$ cat config.mk
export PLATFORM = sky130hd
export DESIGN_NAME = inv_mix_columns_seq
export DESIGN_NICKNAME = d
export VERILOG_FILES = /design/src/rtl/inv_mix_columns_seq.sv
export SDC_FILE = /design/constraint.sdc
export NUM_CORES = 1
export LEC_CHECK = 0
export CAP_MARGIN = 20
export CORE_MARGIN = 3
export CORE_UTILIZATION = 30
export DETAILED_ROUTE_END_ITERATION = 12
export GPL_ROUTABILITY_DRIVEN = 0
export GPL_TIMING_DRIVEN = 0
export PLACE_DENSITY_LB_ADDON = 0.1
export SLEW_MARGIN = 20
export SYNTH_ARGS = -nofsm -noshare
export SYNTH_HDL_FRONTEND = slang
export SYNTH_SLANG_ARGS = --single-unit
$ cat constraint.sdc
create_clock -name clk -period 3.7 [get_ports clk]
set_input_delay 0.74 -clock clk [delete_from_list [all_inputs] [get_ports clk]]
set_output_delay 0.74 -clock clk [all_outputs]
set_load 0.005 [all_outputs]
$ cat src/rtl/inv_mix_columns_seq.sv
// inv_mix_columns_seq: iterative AES InvMixColumns engine (decrypt path).
// Accepts a 128-bit state over in_valid/in_ready. It transforms COLS_PER_CYCLE
// columns per busy cycle in place, then presents the result over
// out_valid/out_ready.
// Ports:
//   clk, rst_n          clock, synchronous active-low reset
//   in_valid, in_ready  input handshake
//   data_in[127:0]      input state, column c = data_in[127-32c -: 32], row 0 = MSB
//   out_valid, out_ready output handshake
//   data_out[127:0]     transformed state, same layout as data_in
module inv_mix_columns_seq #(
  parameter int unsigned COLS_PER_CYCLE = 1
) (
  input  logic         clk,
  input  logic         rst_n,
  input  logic         in_valid,
  output logic         in_ready,
  input  logic [127:0] data_in,
  output logic         out_valid,
  input  logic         out_ready,
  output logic [127:0] data_out
);

  localparam int unsigned N_COLS   = 4;
  localparam int unsigned COL_W    = 2;
  localparam int unsigned STATE_W  = 128;
  localparam logic [COL_W-1:0] COL_STEP = COL_W'(COLS_PER_CYCLE);
  localparam logic [COL_W-1:0] LAST_COL = COL_W'(N_COLS - COLS_PER_CYCLE);

  // Only 1, 2 or 4 columns per cycle tile the four-column state evenly.
  if ((COLS_PER_CYCLE != 1) && (COLS_PER_CYCLE != 2) && (COLS_PER_CYCLE != 4)) begin : g_bad_cols
    $error("inv_mix_columns_seq: COLS_PER_CYCLE must be 1, 2 or 4");
  end

  typedef enum logic [1:0] {
    IDLE = 2'd0,
    BUSY = 2'd1,
    DONE = 2'd2
  } state_t;

  state_t              state, state_next;
  logic [COL_W-1:0]    col, col_next;
  logic [STATE_W-1:0]  work, work_next;

  // GF(2^8) doubling modulo x^8+x^4+x^3+x+1.
  function automatic logic [7:0] xtime(input logic [7:0] x);
    return {x[6:0], 1'b0} ^ (x[7] ? 8'h1b : 8'h00);
  endfunction

  function automatic logic [7:0] mul09(input logic [7:0] x);
    logic [7:0] x2, x4, x8;
    x2 = xtime(x); x4 = xtime(x2); x8 = xtime(x4);
    return x8 ^ x;
  endfunction

  function automatic logic [7:0] mul0b(input logic [7:0] x);
    logic [7:0] x2, x4, x8;
    x2 = xtime(x); x4 = xtime(x2); x8 = xtime(x4);
    return x8 ^ x2 ^ x;
  endfunction

  function automatic logic [7:0] mul0d(input logic [7:0] x);
    logic [7:0] x2, x4, x8;
    x2 = xtime(x); x4 = xtime(x2); x8 = xtime(x4);
    return x8 ^ x4 ^ x;
  endfunction

  function automatic logic [7:0] mul0e(input logic [7:0] x);
    logic [7:0] x2, x4, x8;
    x2 = xtime(x); x4 = xtime(x2); x8 = xtime(x4);
    return x8 ^ x4 ^ x2;
  endfunction

  // One column through the inverse mix matrix; a0 is the MSB byte.
  function automatic logic [31:0] inv_mix_col(input logic [31:0] c);
    logic [7:0] a0, a1, a2, a3;
    logic [7:0] r0, r1, r2, r3;
    {a0, a1, a2, a3} = c;
    r0 = mul0e(a0) ^ mul0b(a1) ^ mul0d(a2) ^ mul09(a3);
    r1 = mul09(a0) ^ mul0e(a1) ^ mul0b(a2) ^ mul0d(a3);
    r2 = mul0d(a0) ^ mul09(a1) ^ mul0e(a2) ^ mul0b(a3);
    r3 = mul0b(a0) ^ mul0d(a1) ^ mul09(a2) ^ mul0e(a3);
    return {r0, r1, r2, r3};
  endfunction

  // State, column counter and working register.
  always_ff @(posedge clk) begin
    if (!rst_n) begin
      state <= IDLE;
      col   <= '0;
      work  <= '0;
    end else begin
      state <= state_next;
      col   <= col_next;
      work  <= work_next;
    end
  end

  // Next-state logic and in-place column update.
  always_comb begin
    logic [COL_W-1:0] idx;
    logic [6:0]       lo;
    state_next = state;
    col_next   = col;
    work_next  = work;
    idx        = '0;
    lo         = '0;
    case (state)
      IDLE: begin
        if (in_valid) begin
          work_next  = data_in;
          col_next   = '0;
          state_next = BUSY;
        end
      end
      BUSY: begin
        for (int k = 0; k < int'(COLS_PER_CYCLE); k++) begin
          idx = col + COL_W'(k);
          // Column idx starts at bit 32*(3-idx); 3-idx is ~idx in two bits.
          lo  = {~idx, 5'd0};
          work_next[lo +: 32] = inv_mix_col(work[lo +: 32]);
        end
        col_next = col + COL_STEP;
        if (col == LAST_COL) begin
          state_next = DONE;
        end
      end
      DONE: begin
        if (out_ready) begin
          state_next = IDLE;
        end
      end
      default: begin
        state_next = IDLE;
      end
    endcase
  end

  // Handshake outputs decode directly from registered state.
  assign in_ready  = (state == IDLE) && rst_n;
  assign out_valid = (state == DONE);
  assign data_out  = work;

endmodule

==> Word-level counts from Yosys, hierarchy flattened <==
Index checks and enable logic that the tools add are counted.
{ "classes": {"add_sub_neg": 2, "n_eq_ne": 6, "shifts": 3, "muxes": 21, "n_bitwise": 49, "reduce_logical": 5} }
{ "op_table": {"columns": ["op", "n"], "rows": [
  ["$xor 8x8->8", 39],
  ["$pmux 128 s2", 1],
  ["$bwmux 128", 1],
  ["$mux 128", 1],
  ["$shift 32x9->128 const A", 1],
  ["$shiftx 128x8->32", 1],
  ["$shiftx 32x9->128", 1],
  ["$xor 8x5->8", 9],
  ["$mux 5", 12],
  ["$neg 7->9", 1],
  ["$mux 2", 4],
  ["$pmux 2 s3", 1],
  ["$eq 2x2->1 const B", 2],
  ["$ne 2x2->1 const B", 2],
  ["$pmux 2 s2", 1],
  ["$reduce_and 3->1", 1],
  ["$add 2x1->2 const B", 1],
  ["$eq 2x1->1 const B", 1],
  ["$logic_not 2->1", 1],
  ["$ne 2x1->1 const B", 1],
  ["$not 2->2", 1],
  ["$reduce_and 2->1", 1],
  ["$reduce_bool 2->1", 1],
  ["$logic_and 1x1->1", 1]
]} }
{ "totals": {"reg_bits": 132, "input_bits": 132, "out_inout_bits": 130, "wordCells": 89} }

==> Longest topological paths before layout <==
Gate-level depths: netlist of run 1.
{ "logic_depth": {"depth_word": 16, "mapped_depth": 11, "depth_no_buf": 7} }

==> Worst setup path after synthesis of run 1 <==
Ideal clock, no wire load.
{ "synth_timing": {"path_kind": "register to register", "start": "register col[0]", "end": "register work[101] (netlist: data_out[101])", "setup_ns": 0.122, "arrival_ns": 3.091, "required_ns": 3.578, "path_slack_ns": 0.488, "stages_incl_launch_ff": 11, "path_buffers": 3, "period_less_slack_ns": 3.212, "cell_sequence": "dfxtp_1 -> buf_6 -> buf_6 -> buf_6 -> mux4_2 -> xnor2_1 -> xor3_1 -> xnor2_1 -> xnor3_2 -> a221oi_1 -> nor2_1"} }
{ "synth_via": {"elab_chain_cells": 14, "word_cells_on_any_way": 67, "classes_between": "add/sub: 1; shift: 3; mux: 14; bitwise: 49"} }
{ "synth_lines": {"columns": ["item", "line", "rtl"], "rows": [
  ["start: declaration", "42", "logic [COL_W-1:0] col, col_next;"],
  ["start signal: assignment", "94", "col <= col_next;"],
  ["$not 2->2 (*)", "120", "lo = {~idx, 5'd0};"],
  ["$shiftx 128x8->32", "121", "work_next[lo +: 32] = inv_mix_col(work[lo +: 32]);"],
  ["$xor 8x5->8 or $mux 5 (tied branches) (2 in a row)", "47", "return {x[6:0], 1'b0} ^ (x[7] ? 8'h1b : 8'h00);"],
  ["$mux 5 or $xor 8x5->8 (tied branches)", "47", null],
  ["$xor 8x8->8 or $xor 8x5->8 (tied branches)", "47", null],
  ["$xor 8x8->8, on equally long branches (2 in a row)", "59, 65, 71", null],
  ["$xor 8x8->8, on equally long branches (3 in a row)", null, null],
  ["$shiftx 32x9->128", "121", null],
  ["$bwmux 128 (*)", "121", null],
  ["$pmux 128 s2 (*)", "108", "case (state)"],
  ["end signal: assignment", "95", "work <= work_next;"],
  ["end: declaration", "43", "logic [STATE_W-1:0] work, work_next;"]
]} }
Every way passes the cells marked *; elsewhere a longest branch is shown, timed or not.
A chain may end at the register's enable or synchronous reset.

==> Final worst setup path of run 1 <==
{ "layout_timing": {"start": "register col[0]", "end": "register work[91] (netlist: data_out[91])"} }
Same word-level chain as after synthesis.

==> summary by stage, run 1 <==
STA
The final count of pins violating max slew is 0. The clock skew after layout is 0.0171 ns. Timing would allow up to roughly 280 MHz. Headroom to the max-slew limit came out at 0.395.

The final hold violation count was 0. Setup repair after global routing could not meet its margin everywhere. For the pin with the worst max-slew slack, the measured transition is a little over 0.9 ns. In the final timing run, aggregate negative setup slack is 0 ns. The smallest hold slack is between 0.5 and 0.6 ns.

The final period demand of the worst path is 3.62 ns. The share of the cycle needed by the critical path after routing is 0.978. Setup violations remaining at the end of the flow were counted as 0.

Power
The power after layout is 12.0 mW. IR analysis of the VDD net gives a maximum drop of 1.02 mV. Power spread over the standard cell area amounts to about 950 nW/um^2. The leakage component of the power is 4.65 nW.

Placed design
The number of input and output port buffers inserted is 260. The number of placed instances, taps included is 1518. Detailed placement ended at an HPWL of 31.3 mm.

Layout
At the end of the flow, the number of nets in the layout was around 1300. The count of filler cells inserted in the layout is 2776. The repair_antennas step left the layout with diodes totalling 0.

The synthesis-to-finish area growth is 44.1%. The final standard cell count with taps included and fillers excluded is ~1600. The share of layout cells above drive strength 1 is 0.112.

Worst setup path
The worst setup path is launched from a register. In this run the worst path has a maximum fanout of 10. Traced cell by cell, the critical path runs through buf_12 -> buf_12 -> buf_12 -> mux4_2 -> xnor2_2 -> xnor2_2 -> xnor3_2 -> xor3_2 -> a221oi_1 -> nor2b_1. The master of the slowest instance on the critical path is mux4_2. The family of cells with the greatest summed delay on the critical path is XOR/XNOR gates. The critical path is of the reg -> reg type.

The launch point of the worst reg-to-reg path is col[0]. Counting both buffers and inverters, the worst setup path holds a total of 3. The startpoint of the most critical setup path is col[0]. The arrival time at the worst endpoint is 3.94 ns.

The biggest cell delay along the critical path is roughly 0.64 ns. The critical path endpoint category is a register. The critical path required time is 4.02 ns. The cell type with the highest occurrence count on the critical path is buf_12.

Clocking
The number of hold buffers added after CTS was 0. The number of clock sinks is 132. The CTS root buffer is clkbuf_16. The clock transition at the registers of the reported paths is 0.07 ns. The clock buffer count from CTS is 17. The number of H-tree branching levels is 4. The later pin in the worst-skew pair is clocked with a latency of between 0.4 and 0.5 ns.

The clock tree from TritonCTS is done. The number of buffers between clock root and the deepest sink is 2.

Floorplan
Row generation in the floorplan step produced just over 60 rows. The die is 176 um tall. 262 I/O pins were placed.

The core region area is 28200 um^2. The total die area is about 31000 um^2. In this run the horizontal extent of the chip is 176 um. For this configuration, the core starts out at a cell density of 0.309.

Synthesis
The number of distinct library cell variants in the gate-level netlist after synthesis is 38. By area, the combinational part of the netlist is dominated by XOR/XNOR gates. The cell area that synthesis handed to floorplanning was 8720 um^2. Of the total synthesized cell area, the portion taken by XOR and XNOR cells is 0.247. The synthesized design contains about 130 register bits. Of the total synthesized cell area, the portion taken by full adders, half adders and majority gates is 0.00574.

The post-synthesis cell type with the largest combined area is dfxtp_1. The post-synthesis net count is 1016. The number of warning messages in the yosys log is 0. The post-synthesis compound-gate area fraction is 0.191. By area the synthesized netlist is led by dfxtp_1 (30%), xnor2_1 (11%), a221oi_1 (10%). Measured against the total synthesized area, the mux share comes to 0.0831.

Of the post-synthesis cell area, the dominant cell type holds 0.303. The average footprint of a synthesized cell is ~9.9 um^2. The cell count after synthesis came out at 880. Of the synthesized area, sequential elements account for 0.303. Of the total synthesized cell area, the portion taken by AND, OR, NAND and NOR gates is 0.123.

Detailed routing
The residual DRC count is 0. Summed over all layers, the routed wires come to around 43 mm. Using the TritonRoute via totals, the vias-per-cell ratio works out to 5.60. The count of antenna-violating nets left after detailed routing is 0.

The number of DRC markers after the initial detailed-route iteration is just under 1000. The detailed-route via count is 8692. The first detailed-routing pass ran for 5 iterations. The average wire length per cell after detail routing is 27.4 um.

GRT
The maximum number of pins on one net before global-route repair is 17. Across every metal layer, demand over resource in global routing totals 0.269. The total grt overflow is 0. The first global-routing pass estimated 60.9 mm of wire. The via count of the first global-routing pass was 8940. The initial antenna violation count is 1.

Hold path
The kind of path behind the tightest hold check is reg -> reg. The worst min-delay path startpoint is data_out[47].

Outcome
The flow ran to the end, and the final reports show no timing, DRC or antenna violations.

Flow run
Across the run, the number of max-cap violations was 0.
-- metrics by stage --
step	setup slack (ns)	cell area [um^2]	util
2_1_floorplan	0.488	8720	-
3_3_place_gp	-0.485	11800	0.418
3_5_place_dp	-0.466	11800	0.418
4_1_cts	0.0120	12500	0.442
5_1_grt	-0.00814	12600	0.445
6_report	0.0817	12600	0.445
-- cells by family (layout without fill, tap and decap cells) --
logic type	count (synthesis)	after routing
AO/OA/AOI/OAI	229	229
XOR/XNOR	181	181
flip-flops	132	132
adder cells (fa/ha/maj)	4	4
multiplexers	32	32
AND/OR/NAND/NOR	211	211
buffers and inverters	91	385
-- registers in the layout, summed over array words and instances (netlist names) --
signal,count
state,2
data_out,128
col,2
-- worst register-to-register path: cells and delay by family (launching register included) --
family	cells	cell delay (ns)
AO/OA/AOI/OAI	1	0.31
XOR/XNOR	4	1.45
buffers and inverters	3	0.59
flip-flops	1	0.41
multiplexers	1	0.65
AND/OR/NAND/NOR	1	0.09
-- worst paths after layout --
check	end	slack (ns)	depth (start not counted)
min	data_out[47]	0.51	2
max	data_out[91]	0.08	10
max reg2reg	data_out[91]	0.08	10
min reg2reg	data_out[47]	0.51	2
-- Yosys cell counts (all sizes together) --
cell and n:
and2 1, clkbuf 68, o21ai 75, a221oi 112, ha 4, o31ai 2
nor2 96, nor3 3, a21oi 30, buf 20, dfxtp 132, xnor3 30
nand3b 2, and3b 1, nor2b 26, xnor2 112, xor3 4, xor2 35
nand2b 10, a21boi 1, nor3b 28, a21o 4, nand3 2, mux4 32
and3 25, inv 3, o21bai 1, o211ai 4, nand2 17
-- report_power, final --
part | leakage [nW] | internal (mW) | total, mW | switching [mW]
registers | 1.09 | 1.60 | 1.78 | 0.175
clock network | 0.284 | 0.981 | 1.71 | 0.725
logic | 3.28 | 3.77 | 8.51 | 4.73
-- area by class of cell --
class | instances | area [um^2] | area share
buffer | 88 | 453 | 0.0360
clock buffer | 21 | 470 | 0.0374
clock inverter | 11 | 101 | 0.00807
inverter | 3 | 11.3 | 0.000896
multi-input combinational | 657 | 5800 | 0.461
sequential | 132 | 2640 | 0.210
tap | 378 | 473 | 0.0376
timing repair buffer | 262 | 2620 | 0.208
-- layout by cell type, fill, tap and decap left out, drive strengths merged, types with 28 or more instances in the layout --
master	instances
a21oi	30
a221oi	112
clkbuf	88
clkdlybuf4s50	260
dfxtp	132
mux4	32
nor2	96
nor3b	28
o21ai	75
xnor2	112
xnor3	30
xor2	35
-- what timing repair did --
| action | CTS | global route |
|---|---|---|
| buffers inserted | 2 | 0 |
| pin swaps | 0 | 0 |
| endpoints found under the setup margin | 114 | 65 |
| gates resized for setup | 20 | 22 |
-- routing by layer --
| metal | vias to the layer above | routed length [um] | global-route usage | share of wire |
|---|---|---|---|---|
| li1 | 3808 | - | - | - |
| met1 | 4321 | 17800 | 0.351 | 0.42 |
| met2 | 490 | 19900 | 0.436 | 0.47 |
| met3 | 73 | 3670 | 0.0622 | 0.086 |
| met4 | 0 | 1170 | 0.0956 | 0.027 |
| met5 | - | 0 | 0 | 0 |
Power figures use the tool's default switching activity.
==> inputs of run 2 (changes only) <==
--- a/config.mk
+++ b/config.mk
@@ -5,13 +5,13 @@
 export SDC_FILE = /design/constraint.sdc
 export NUM_CORES = 1
 export LEC_CHECK = 0
-export CAP_MARGIN = 20
+export CAP_MARGIN = 5
 export CORE_MARGIN = 3
 export CORE_UTILIZATION = 30
 export DETAILED_ROUTE_END_ITERATION = 12
 export GPL_ROUTABILITY_DRIVEN = 0
 export GPL_TIMING_DRIVEN = 0
-export PLACE_DENSITY_LB_ADDON = 0.1
+export PLACE_DENSITY_LB_ADDON = 0.12
 export SLEW_MARGIN = 20
 export SYNTH_ARGS = -nofsm -noshare
 export SYNTH_HDL_FRONTEND = slang
==> run 2 against run 1 <==
  * Power rose by 1.4%
  * Highest routed layer unchanged
  * Routed wire length is 1.5% lower
  * Clock-buffer cell count shrank 2
  * Sequential share of layout area down 0.11 points
  * Cell count increased by 0.26%
  * Largest cell class unchanged
  * Critical path type unchanged
==> summary by stage, run 2 (synthesis results as in run 1) <==
Detailed routing
The detailed-route via count is 8733. The average wire length per cell after detail routing is around 27 um. Once detail routing completed, the nets flagged for antenna violations numbered 0.

The number of DRC markers after the initial detailed-route iteration is 953. The total iterations of the first detailed-routing run is 5. The final wirelength is 41.9 mm. After detailed routing, the number of vias per cell comes to between 5 and 6. The residual DRC count is 0.

Worst setup path
Walking the worst path, the cells encountered are buf_8 -> mux4_2 -> xor2_4 -> xnor3_1 -> xnor2_1 -> xnor3_2 -> a221oi_1 -> nor2b_1. The worst setup path is launched from a register. On the critical path, the stage with the largest delay is an instance of mux4_2. The largest fanout on the critical path is 10. Data arrives at the worst endpoint at 3.89 ns. The path type of the worst setup path is reg -> reg. Grouping stages by cell kind, the critical path spends the most delay in XOR/XNOR gates. STA classifies the critical path endpoint as a register.

The critical path crosses 8 cells after its start point. The worst-case register-to-register setup slack is ~0.12 ns. The logic depth of the worst register-to-register path is 8. Counting both buffers and inverters, the worst setup path holds a total of 1. The largest single stage delay on the critical path is slightly below 0.7 ns.

For the worst setup path, the data required time is 4.01 ns.

STA
For this run, the top clock speed supported by timing is 279 MHz. After routing, the total negative slack on setup checks comes to 0 ns. The final period demand of the worst path is 3.58 ns. The share of the cycle needed by the critical path after routing is 0.969. Setup violations remaining at the end of the flow were counted as 0. The final count of pins violating max slew is 0. The final hold violation count is 0. For the pin with the worst max-slew slack, the measured transition is ~0.87 ns.

Across the routed clock network, the largest skew measured is 0.0112 ns. Setup repair after global routing left no endpoint under its margin. The worst relative slew slack is 0.418.

Clocking
The number of clock sinks is 132. The number of H-tree branching levels is 4. The clock tree from TritonCTS is done.

The clock transition at the registers of the reported paths is 0.06 ns. The number of buffers between clock root and the deepest sink is 2. The tree is rooted in a clkbuf_16. The clock buffer count from CTS is 17. The latest clock arrival within the worst-skew pair is 0.43 ns.

GRT
The total global-route track usage is 0.262. The via count of the first global-routing pass is just under 9000. Global routing finished with a remaining overflow of 0. Entering global routing, the biggest net connects 17 pins. The initial antenna violation count is 0. The wire length of the first global-routing pass is 59.7 mm.

Layout
Of the cells placed in the final design, the portion with a size suffix greater than 1 is 0.115. The number of flip-flops in the largest register is 128. The repair_antennas step left the layout with diodes totalling 0. The most common cell after layout, fill and taps aside is clkdlybuf4s50_1.

Leaving out fill and tap cells, the most frequent cells in the layout are clkdlybuf4s50_1 (260), dfxtp_1 (131), a221oi_1 (101), xnor2_1 (97), nor2_1 (96). The net count reported at finish is 1304. The synthesis-to-finish area growth is 44.8%. The final standard cell count with taps included and fillers excluded is 1556. The count of filler cells inserted in the layout is 2755.

Floorplan
In this run the count of I/O pins placed on the die edge is around 260. The number of placement rows is 61. The core region area is 28200 um^2. For this configuration, the core starts out at a cell density of 0.309. The total die area is between 30000 and 40000 um^2.

The width of the die is 176 um. The overall die height is 176 um.

Placed design
The number of placed instances, taps included is 1518. In this run the tool buffered the top-level ports with 260 buffer cells. Summed over all nets, the half-perimeter wirelength after detailed placement is slightly above 30 mm.

Power
In this run the power density over the cells is 963 nW/um^2. The analysis attributes to cell leakage a power of between 4 and 5 nW. The worst ir drop on vdd is 0.779 mV.

Outcome
The flow ran to the end, and the final reports show no timing, DRC or antenna violations.

Hold path
The worst hold path was traced through 2 stages. The kind of path behind the tightest hold check is reg -> reg.

Flow run
The tool flagged a number of max-cap violations equal to 0.
-- run 2: layout make-up --
cell class,count,area [um^2],area share
multi-input cells,657,5800,0.459
clock inverters,10,135,0.0107
plain buffers,88,440,0.0349
well taps,378,473,0.0374
flip-flops and latches,132,2640,0.209
repair buffers,269,2680,0.212
inverters,3,11.3,0.000891
clock buffers,19,443,0.0351
-- run 2: report_power, final --
part	internal, mW	total [mW]	switching (mW)
clock network	1.06	1.75	0.686
registers	1.60	1.78	0.175
logic	3.87	8.63	4.76
total	6.54	12.2	5.62
-- run 2: path summary, 6_finish.rpt --
check,startpoint,end
setup / recovery,col[0],data_out[36]
hold / removal,data_out[39],data_out[39]
setup reg to reg,col[0],data_out[36]
hold reg to reg,data_out[39],data_out[39]
-- run 2: worst min-delay path, cell delays in order, from the launching register on --
cell     delay [ns]
dfxtp_1        0.32
nor2_1         0.10
nor3b_1        0.05
-- run 2: per-stage QoR --
stage          hold slack [ns]  setup WS, ns  utilization  instance area, um^2  total power, mW
2_1_floorplan            0.501         0.488            -                 8720             7.40
3_3_place_gp             0.502        -0.491        0.418                11800             9.94
3_5_place_dp             0.507        -0.427        0.418                11800             9.93
4_1_cts                  0.516        0.0202        0.443                12500             11.8
5_1_grt                  0.541       0.00151        0.447                12600             12.6
6_report                 0.517         0.116        0.447                12600             12.2
-- run 2: timing repair --
| item | in CTS | in global routing |
|---|---|---|
| setup endpoints to repair | 114 | 49 |
| gates cloned | 0 | 0 |
| buffers inserted | 7 | 2 |
| hold buffers | 0 | 0 |
| resized for setup | 19 | 18 |
| pin swaps | 1 | 3 |
-- run 2: layer usage --
metal / global-route usage / vias up / share of wire
met5: 0 / - / 0
met4: 0.0609 / 0 / 0.019
met3: 0.0710 / 53 / 0.095
met2: 0.435 / 518 / 0.48
met1: 0.341 / 4339 / 0.41
li1: - / 3823 / -
